## config.mk

```make
export PLATFORM = sky130hd
export DESIGN_NAME = hazard_ctrl_unit
export DESIGN_NICKNAME = d
export VERILOG_FILES = /design/src/rtl/hazard_ctrl_unit.sv
export SDC_FILE = /design/constraint.sdc
export NUM_CORES = 1
export LEC_CHECK = 0
export CORE_ASPECT_RATIO = 0.6
export CORE_MARGIN = 1.5
export CORE_UTILIZATION = 38
export CTS_CLUSTER_DIAMETER = 40
export CTS_CLUSTER_SIZE = 30
export DETAILED_ROUTE_END_ITERATION = 10
export PLACE_DENSITY_LB_ADDON = 0.2
export SLEW_MARGIN = 20
export SYNTH_ARGS = -nofsm -noshare
export SYNTH_HDL_FRONTEND = slang
export SYNTH_SLANG_ARGS = --single-unit
export TNS_END_PERCENT = 5
```

## constraint.sdc

```tcl
create_clock -name Clk -period 2.9 [get_ports Clk]
set_input_delay 0.58 -clock Clk [delete_from_list [all_inputs] [get_ports Clk]]
set_output_delay 0.58 -clock Clk [all_outputs]
set_load 0.01 [all_outputs]
```

## src/rtl/hazard_ctrl_unit.sv

```systemverilog
// hazard_ctrl_unit: pipeline hazard controller for the 5-stage MIPS core.
// Arbitrates multi-cycle EX ops, branch/jump flush, load-use and RAW stalls,
// and produces EX-stage forwarding selects plus a saturating stall counter.
// Build option: define FWD_EN to enable operand forwarding; when FWD_EN is
// undefined, forwarding selects are tied to 00 and RAW hazards stall instead.
// state_dbg exposes the FSM state for observation.
module hazard_ctrl_unit #(
  parameter int REG_AW      = 5,
  parameter int MC_LAT      = 4,
  parameter int FLUSH_DEPTH = 1,
  parameter int CNT_W       = 16
) (
  input  logic              Clk,
  input  logic              Rst,
  input  logic [REG_AW-1:0] IF_ID_Rs,
  input  logic [REG_AW-1:0] IF_ID_Rt,
  input  logic [REG_AW-1:0] ID_EX_Rs,
  input  logic [REG_AW-1:0] ID_EX_Rt,
  input  logic [REG_AW-1:0] ID_EX_Rd,
  input  logic [REG_AW-1:0] EX_MEM_Rd,
  input  logic [REG_AW-1:0] MEM_WB_Rd,
  input  logic              ID_EX_regWen,
  input  logic              EX_MEM_regWen,
  input  logic              MEM_WB_regWen,
  input  logic              ID_EX_memRead,
  input  logic              mc_start,
  input  logic              branch,
  input  logic              jump,
  output logic [3:0]        stall,
  output logic              flush,
  output logic              nop,
  output logic [1:0]        fwdA,
  output logic [1:0]        fwdB,
  output logic              mc_done,
  output logic [CNT_W-1:0]  stallCount,
  output logic [1:0]        state_dbg
);

`ifdef FWD_EN
  localparam logic FWD_ON = 1'b1;
`else
  localparam logic FWD_ON = 1'b0;
`endif

  // Counter must hold the larger of the two sequence reload values.
  localparam int MAXC = (MC_LAT > FLUSH_DEPTH) ? MC_LAT : FLUSH_DEPTH;
  localparam int CW   = (MAXC < 2) ? 1 : $clog2(MAXC);
  localparam logic [CW-1:0] MC_LOAD = CW'(MC_LAT - 1);
  localparam logic [CW-1:0] FL_LOAD = CW'(FLUSH_DEPTH - 1);

  localparam logic [1:0] ST_RUN     = 2'd0;
  localparam logic [1:0] ST_MC_WAIT = 2'd1;
  localparam logic [1:0] ST_FLUSH   = 2'd2;

  logic [1:0]    state, state_nxt;
  logic [CW-1:0] cnt, cnt_nxt;
  logic [3:0]    stall_c;
  logic          flush_c, nop_c, done_c;
  logic [1:0]    fwd_a_c, fwd_b_c;
  logic          load_use, raw_hit, raw_rs, raw_rt;

  // Load in EX whose destination is read by the instruction in ID.
  assign load_use = ID_EX_memRead && (ID_EX_Rt != '0) &&
                    ((ID_EX_Rt == IF_ID_Rs) || (ID_EX_Rt == IF_ID_Rt));

  // Any in-flight writer matching an ID source; only stalls when forwarding is off.
  assign raw_rs = (IF_ID_Rs != '0) &&
                  ((ID_EX_regWen  && (ID_EX_Rd  == IF_ID_Rs)) ||
                   (EX_MEM_regWen && (EX_MEM_Rd == IF_ID_Rs)) ||
                   (MEM_WB_regWen && (MEM_WB_Rd == IF_ID_Rs)));
  assign raw_rt = (IF_ID_Rt != '0) &&
                  ((ID_EX_regWen  && (ID_EX_Rd  == IF_ID_Rt)) ||
                   (EX_MEM_regWen && (EX_MEM_Rd == IF_ID_Rt)) ||
                   (MEM_WB_regWen && (MEM_WB_Rd == IF_ID_Rt)));
  assign raw_hit = !FWD_ON && (raw_rs || raw_rt);

  // Forwarding selects; EX_MEM wins over MEM_WB on a double match.
  always_comb begin
    fwd_a_c = 2'b00;
    fwd_b_c = 2'b00;
    if (EX_MEM_regWen && (EX_MEM_Rd != '0) && (EX_MEM_Rd == ID_EX_Rs))
      fwd_a_c = 2'b10;
    else if (MEM_WB_regWen && (MEM_WB_Rd != '0) && (MEM_WB_Rd == ID_EX_Rs))
      fwd_a_c = 2'b01;
    if (EX_MEM_regWen && (EX_MEM_Rd != '0) && (EX_MEM_Rd == ID_EX_Rt))
      fwd_b_c = 2'b10;
    else if (MEM_WB_regWen && (MEM_WB_Rd != '0) && (MEM_WB_Rd == ID_EX_Rt))
      fwd_b_c = 2'b01;
  end

  // FSM next state and per-state control outputs.
  always_comb begin
    state_nxt = state;
    cnt_nxt   = cnt;
    stall_c   = 4'b0000;
    flush_c   = 1'b0;
    nop_c     = 1'b0;
    done_c    = 1'b0;
    case (state)
      ST_RUN: begin
        if (mc_start) begin
          // A concurrent branch is left in IF_ID and re-presented later.
          stall_c = 4'b0111;
          if (MC_LAT == 1) begin
            done_c = 1'b1;
          end else begin
            state_nxt = ST_MC_WAIT;
            cnt_nxt   = MC_LOAD;
          end
        end else if (branch || jump) begin
          flush_c = 1'b1;
          if (FLUSH_DEPTH > 1) begin
            state_nxt = ST_FLUSH;
            cnt_nxt   = FL_LOAD;
          end
        end else if (load_use || raw_hit) begin
          stall_c = 4'b0011;
          nop_c   = 1'b1;
        end
      end
      ST_MC_WAIT: begin
        stall_c = 4'b0111;
        cnt_nxt = cnt - CW'(1);
        if (cnt == CW'(1)) begin
          done_c    = 1'b1;
          state_nxt = ST_RUN;
        end
      end
      ST_FLUSH: begin
        flush_c = 1'b1;
        cnt_nxt = cnt - CW'(1);
        if (cnt == CW'(1)) state_nxt = ST_RUN;
      end
      default: begin
        state_nxt = ST_RUN;
        cnt_nxt   = '0;
      end
    endcase
  end

  // State and sequence counter registers.
  always_ff @(posedge Clk or negedge Rst) begin
    if (!Rst) begin
      state <= ST_RUN;
      cnt   <= '0;
    end else begin
      state <= state_nxt;
      cnt   <= cnt_nxt;
    end
  end

  // Outputs are forced low while reset is held.
  assign stall     = Rst ? stall_c : 4'b0000;
  assign flush     = Rst && flush_c;
  assign nop       = Rst && nop_c;
  assign mc_done   = Rst && done_c;
  assign fwdA      = (Rst && FWD_ON) ? fwd_a_c : 2'b00;
  assign fwdB      = (Rst && FWD_ON) ? fwd_b_c : 2'b00;
  assign state_dbg = state;

  // Saturating count of cycles where the PC is held.
  always_ff @(posedge Clk or negedge Rst) begin
    if (!Rst)
      stallCount <= '0;
    else if (stall[0] && (stallCount != {CNT_W{1'b1}}))
      stallCount <= stallCount + CNT_W'(1);
  end

endmodule
```

==> impl_metrics.toml, run 1 <==
[power_and_ir_drop]
power.internal_uw = 721
p_seq_share_pct = 36.1
p_per_area_nw_per_um2 = 451
p_sw_uw = 395
p_comb_share_pct = 47.6
peakVddDrop_v = 0.000450
p_leak_nw = 1.11
clock_power_share_pct = 16.3
p_total_mw = 1.12
p_sw_share_pct = 35.4

[place]
dpl.hpwl_um = 3670
io_buffers = 61
post_dp_cell_area_um2 = 2320
place_congestion = 0.909
place_ws_ps = -561
dp.cells = 289

[logic_synthesis]
synth_cells = 174
yosysUniqueCellTypes = 35
yosysSeqAreaShare_pct = 29.9
synthFlopType = "dfrtp_1"
netlist_top_cells_area = "dfrtp_1, xnor2_1, nand4_1, and3_1, buf_4"
yosysTopAreaCell = "dfrtp_1"
async_flop_share_pct = 100
synth_edf_count = 0
synth_top_area_share_pct = 29.9
ys_top_cells_by_count = "xnor2_1, dfrtp_1, nand2_1, nand4_1, and3_1"
ys_ff_latch = 19
synth_area_per_cell_um2 = 9.13
yosysWarnings = 0
synth.most_common_cell = "xnor2_1"
syn_area_um2 = 1590

[cts]
clock_sinks = 19
path_clk_slew_ps = 70
htreeDepth = 1
clk_latency_ps = 250
tritoncts = "built"
root_buffer = "clkbuf_8"
cts-buffers-inserted = 3
clk_path_buf_depth = 2

[floorplan]
chipHeight_um = 53.1
die-area_um2 = 4590
num_io_pins = 73
start_util_pct = 41.5
fp.dieW_um = 86.5
coreArea_um2 = 3830
rows = 17

[finish]
layoutNonFillerInstCount = 295
fin_nets = 295
fin_util_pct = 64.7
multiInputGateArea_um2 = 1090
final_area_um2 = 2480
syn_to_final_growth_pct = 55.9
n_fill_cell = 311
drive_above_1_share_pct = 21.8
seq_area_um2 = 475
antenna_cells = 0

[global_route]
grt_max_degree = 17
grt_usage_pct = 21.1
grt_overflow = 0
grt_pass1_wl_um = 7200
grt_antenna_before_repair = 0
grt_pass1_vias = 1432

[sta]
fin_crit_sh_pct = 99.6
min_period_ps = 2890
worst_slack_ps = 12.5
max_freq_mhz = 346
finalSetupViolations = 0
maxSlewViolCount = 0
fin_worst_skew_ps = 5.51
grt_setup_unrepaired = "true"
final_hold_viol_count = 0

[setup_path]
worstPathArrival_ps = 2310
crit_fanout = 3
max_stage_delay_ps = 560
critPathKind = "in2out"
crit_chain = "buf_6 > or4_4 > o211ai_1 > o22ai_2 > a311oi_2 > buf_4 > a31oi_4 > buf_2"
cp-end-kind = "output port"
cp.required_ps = 2320
crit_slowest_cell = "or4_4"
cp-start-kind = "input pin"

[routing]
routed_wirelength_um = 4560
wirelength_met1_um = 2330
met3RoutedLength_um = 372
drt-initial-drc-count = 86
wl_per_cell_um = 15.4
vias = 1498
met2WireLength_um = 1850
antenna_left = 0
drcViolationCount = 0
vias_per_cell = 5.08
drt-pass1-iter-count = 4
top_layer = "met3"

[flow_run]
drv_cap = 0

[worst_hold_path]
worst_hold_path_type = "reg2reg"

[status]
status = "complete, no violations"
## power groups by stage
| stage | clock network, mW | registers (mW) | logic, mW |
|---|---|---|---|
| after global placement | 0 | 0.404 | 0.508 |
| final | 0.182 | 0.403 | 0.532 |
| after CTS | 0.183 | 0.402 | 0.531 |
| after floorplan | 0 | 0.414 | 0.246 |
| after global routing | 0.196 | 0.416 | 0.584 |
| after detailed placement | 0 | 0.405 | 0.519 |
## registers in the layout, indices dropped and copies added (netlist names)
name and cells:
stallCount 16, state_dbg 1, cnt 2
## per-stage QoR
stage	hold WS (ps)	setup TNS, ps
floorplan	284	0
global placement	473	-2600
detailed placement	479	-2600
CTS	487	0
global route	513	-187
finish	489	0
## repair_timing
action / in CTS / in global routing
buffers inserted: 2 / 0
resized for setup: 45 / 23
pin swaps: 9 / 10
hold buffers: 0 / 0
setup endpoints to repair: 5 / 3
## layer usage
| metal | global-route usage, % | vias up |
|---|---|---|
| met5 | 0 | - |
| met4 | 0.806 | 0 |
| met3 | 4.37 | 0 |
| met2 | 30.2 | 54 |
| met1 | 33.4 | 709 |
| li1 | - | 735 |
## layout make-up
cell class	count	area share, %
timing repair buffer	84	32.3
tap	47	2.37
clock buffer	4	1.82
multi-input combinational	140	44.2
sequential	19	19.2
inverter	1	0.152
## cell usage in the layout (no fill, tap or decap), types with 6 or more instances in the layout
cell type,Yosys,routed
and3_1,10,10
buf_4,7,21
clkdlybuf4s50_1,0,31
conb_1,1,6
dfrtp_1,19,19
dlygate4sd2_1,0,8
dlymetal6s2s_1,0,14
nand2_1,11,11
nand4_1,11,11
nor2_1,9,8
xnor2_1,49,45
## logic make-up after synthesis
group	Yosys count	synth area share (%)
and+or+nand+nor	61	22.8
xor gates and xnor gates	53	29.2
buffers and inverters	20	7.49
DFF	19	29.9
AOI/OAI and AO/OA	16	7.33
adders and majority gates	2	1.58
muxes	2	1.42
other	1	0.236
## worst max-delay path, delay by kind of cell
| family | cells | cell delay [ps] |
|---|---|---|
| AOI/OAI and AO/OA | 4 | 740 |
| and+or+nand+nor | 1 | 560 |
| buffers and inverters | 3 | 430 |
## worst paths after layout
check	from	to	slack (ps)	cells after the start
hold reg to reg	stallCount[12]	stallCount[12]	490	1
max in group asynchronous	Rst	stallCount[1]	1980	2
setup reg to reg	stallCount[7]	stallCount[8]	840	8
hold / removal	stallCount[12]	stallCount[12]	490	1
setup / recovery	IF_ID_Rs[2]	stall[1]	10	8
min in group asynchronous	Rst	stallCount[8]	670	2
(Power assumes the default switching activity.)
==> inputs of run 2 (changes only) <==
--- a/config.mk
+++ b/config.mk
@@ -12,7 +12,6 @@
 export CTS_CLUSTER_SIZE = 30
 export DETAILED_ROUTE_END_ITERATION = 10
 export PLACE_DENSITY_LB_ADDON = 0.2
-export SLEW_MARGIN = 20
 export SYNTH_ARGS = -nofsm -noshare
 export SYNTH_HDL_FRONTEND = slang
 export SYNTH_SLANG_ARGS = --single-unit
==> results of run 2 <==
No change in the layout: final DEF, timing and power equal those of run 1.
==> inputs of run 3 (changes only) <==
--- a/config.mk
+++ b/config.mk
@@ -11,7 +11,7 @@
 export CTS_CLUSTER_DIAMETER = 40
 export CTS_CLUSTER_SIZE = 30
 export DETAILED_ROUTE_END_ITERATION = 10
-export PLACE_DENSITY_LB_ADDON = 0.2
+export PLACE_DENSITY = 0.88
 export SYNTH_ARGS = -nofsm -noshare
 export SYNTH_HDL_FRONTEND = slang
 export SYNTH_SLANG_ARGS = --single-unit
==> run 3 against run 2 <==
Compared with the run above:
- the flow now finishes with violations (setup timing)
- critical path depth fell by 1
- count of clock-buffer cells in the layout did not move
- sequential share of layout area rose by 0.33 points
- wire length rose by 8.4%
- cell count rose by 1.0%
- largest power group unchanged
- clock power barely moved
==> impl_metrics.toml, run 3 (synthesis gave the netlist of run 1 again) <==
[status]
status = "finished with violations"
failed_checks = "setup timing"

[power_and_ir_drop]
power.internal_uw = 732
p_total_mw = 1.15
p_sw_share_pct = 36.2
p_per_area_nw_per_um2 = 471
p_seq_share_pct = 35.9
clock_power_share_pct = 15.9
p_leak_nw = 1.01
p_sw_uw = 415
peakVddDrop_v = 0.000186
p_comb_share_pct = 48.2

[sta]
maxSlewViolCount = 0
fin_crit_sh_pct = 100
finalSetupViolations = 1
final_hold_viol_count = 0
min_period_ps = 2910
worst_slack_ps = -5.07
grt_setup_unrepaired = "true"
fin_worst_skew_ps = 1.30
max_freq_mhz = 344

[cts]
clk_path_buf_depth = 2
htreeDepth = 1
path_clk_slew_ps = 70
hold_buffers = 0
clock_sinks = 19
cts-buffers-inserted = 3
tritoncts = "built"
clk_latency_ps = 250
root_buffer = "clkbuf_8"

[setup_path]
cp.required_ps = 2320
cp-end-kind = "output port"
crit_slowest_cell = "or4_4"
crit_family = "compound AO/OA/AOI/OAI gates"
max_stage_delay_ps = 570
cp_num_buf_inv = 2
worstPathArrival_ps = 2330
cp-start-kind = "input pin"
crit_fanout = 4
critPathKind = "in2out"
crit_chain = "buf_6 > or4_4 > o211ai_1 > o22ai_2 > a311oi_2 > a31oi_4 > buf_2"

[global_route]
grt_overflow = 0
top_usage_layer = "met2"
grt_max_degree = 21
met2_usage_pct = 34.9
grt_antenna_before_repair = 0
grt_pass1_vias = 1464
grtUsageMet1_pct = 32.2
grt_util_met3_pct = 5.15
grt_usage_pct = 22.3
grt_pass1_wl_um = 7510

[place]
place_ws_ps = -614
place_congestion = 1.02
io_buffers = 61
dpl.hpwl_um = 4020
post_dp_cell_area_um2 = 2350

[flow_run]
drv_cap = 0

[finish]
final_common_cell = "xnor2_1"
seq_area_um2 = 475
final_area_um2 = 2430
antenna_cells = 0
multiInputGateArea_um2 = 1060
top_register = "stallCount"
drive_above_1_share_pct = 21.1
fin_util_pct = 63.6
largest_reg_flops = 16
syn_to_final_growth_pct = 53.3
fin_nets = 298
n_fill_cell = 301
mostFrequentLayoutCells = "xnor2_1, clkdlybuf4s50_1, buf_4"

[floorplan]
num_io_pins = 73
chipHeight_um = 53.1
fp.dieW_um = 86.5
coreArea_um2 = 3830
rows = 17
start_util_pct = 41.5
die-area_um2 = 4590

[routing]
drt-initial-drc-count = 135
wl_per_cell_um = 16.6
routed_wirelength_um = 4940
drcViolationCount = 0
drt-pass1-iter-count = 4
vias_per_cell = 5.06
vias = 1508
antenna_left = 0

[worst_hold_path]
worst_hold_path_type = "reg2reg"
## run 3: layer usage
layer  share of wire, %  routed length [um]
met4               0.10                   5
met5                  0                   0
met2                 44                2170
met1                 47                2310
met3                9.2                 455
## run 3: power groups by stage
| stage | Combinational [mW] | Sequential (mW) | Clock [mW] |
|---|---|---|---|
| 5_1_grt | 0.592 | 0.420 | 0.198 |
| 3_5_place_dp | 0.534 | 0.414 | 0 |
| 3_3_place_gp | 0.516 | 0.402 | 0 |
| 4_1_cts | 0.542 | 0.409 | 0.186 |
| 2_1_floorplan | 0.246 | 0.414 | 0 |
| 6_report | 0.552 | 0.412 | 0.182 |
## run 3: area by class of cell
cell class,count,area share (%)
sequential,19,19.5
multi-input combinational,140,43.4
inverter,1,0.154
clock buffer,4,1.85
tap,47,2.42
timing repair buffer,87,32.7
## run 3: path summary, 6_finish.rpt
kind	from	to	slack, ps	cells past startpoint
max	IF_ID_Rs[1]	stall[0]	-5	7
min	stallCount[9]	stallCount[9]	500	1
max reg2reg	stallCount[7]	stallCount[1]	680	8
min reg2reg	stallCount[9]	stallCount[9]	500	1
max in group asynchronous	Rst	stallCount[12]	1840	2
min in group asynchronous	Rst	stallCount[9]	850	2
## run 3: metrics by stage
stage,setup TNS (ps),std cells,hold slack [ps]
3_3_place_gp,-2480,293,472
5_1_grt,-145,298,530
4_1_cts,-12.6,298,494
3_5_place_dp,-2860,293,483
2_1_floorplan,0,179,284
6_report,-5.07,298,501
## run 3: what timing repair did
action / CTS / global route
gates resized for setup: 36 / 14
endpoints found under the setup margin: 4 / 3
buffers inserted: 1 / 0
pin swaps: 9 / 8
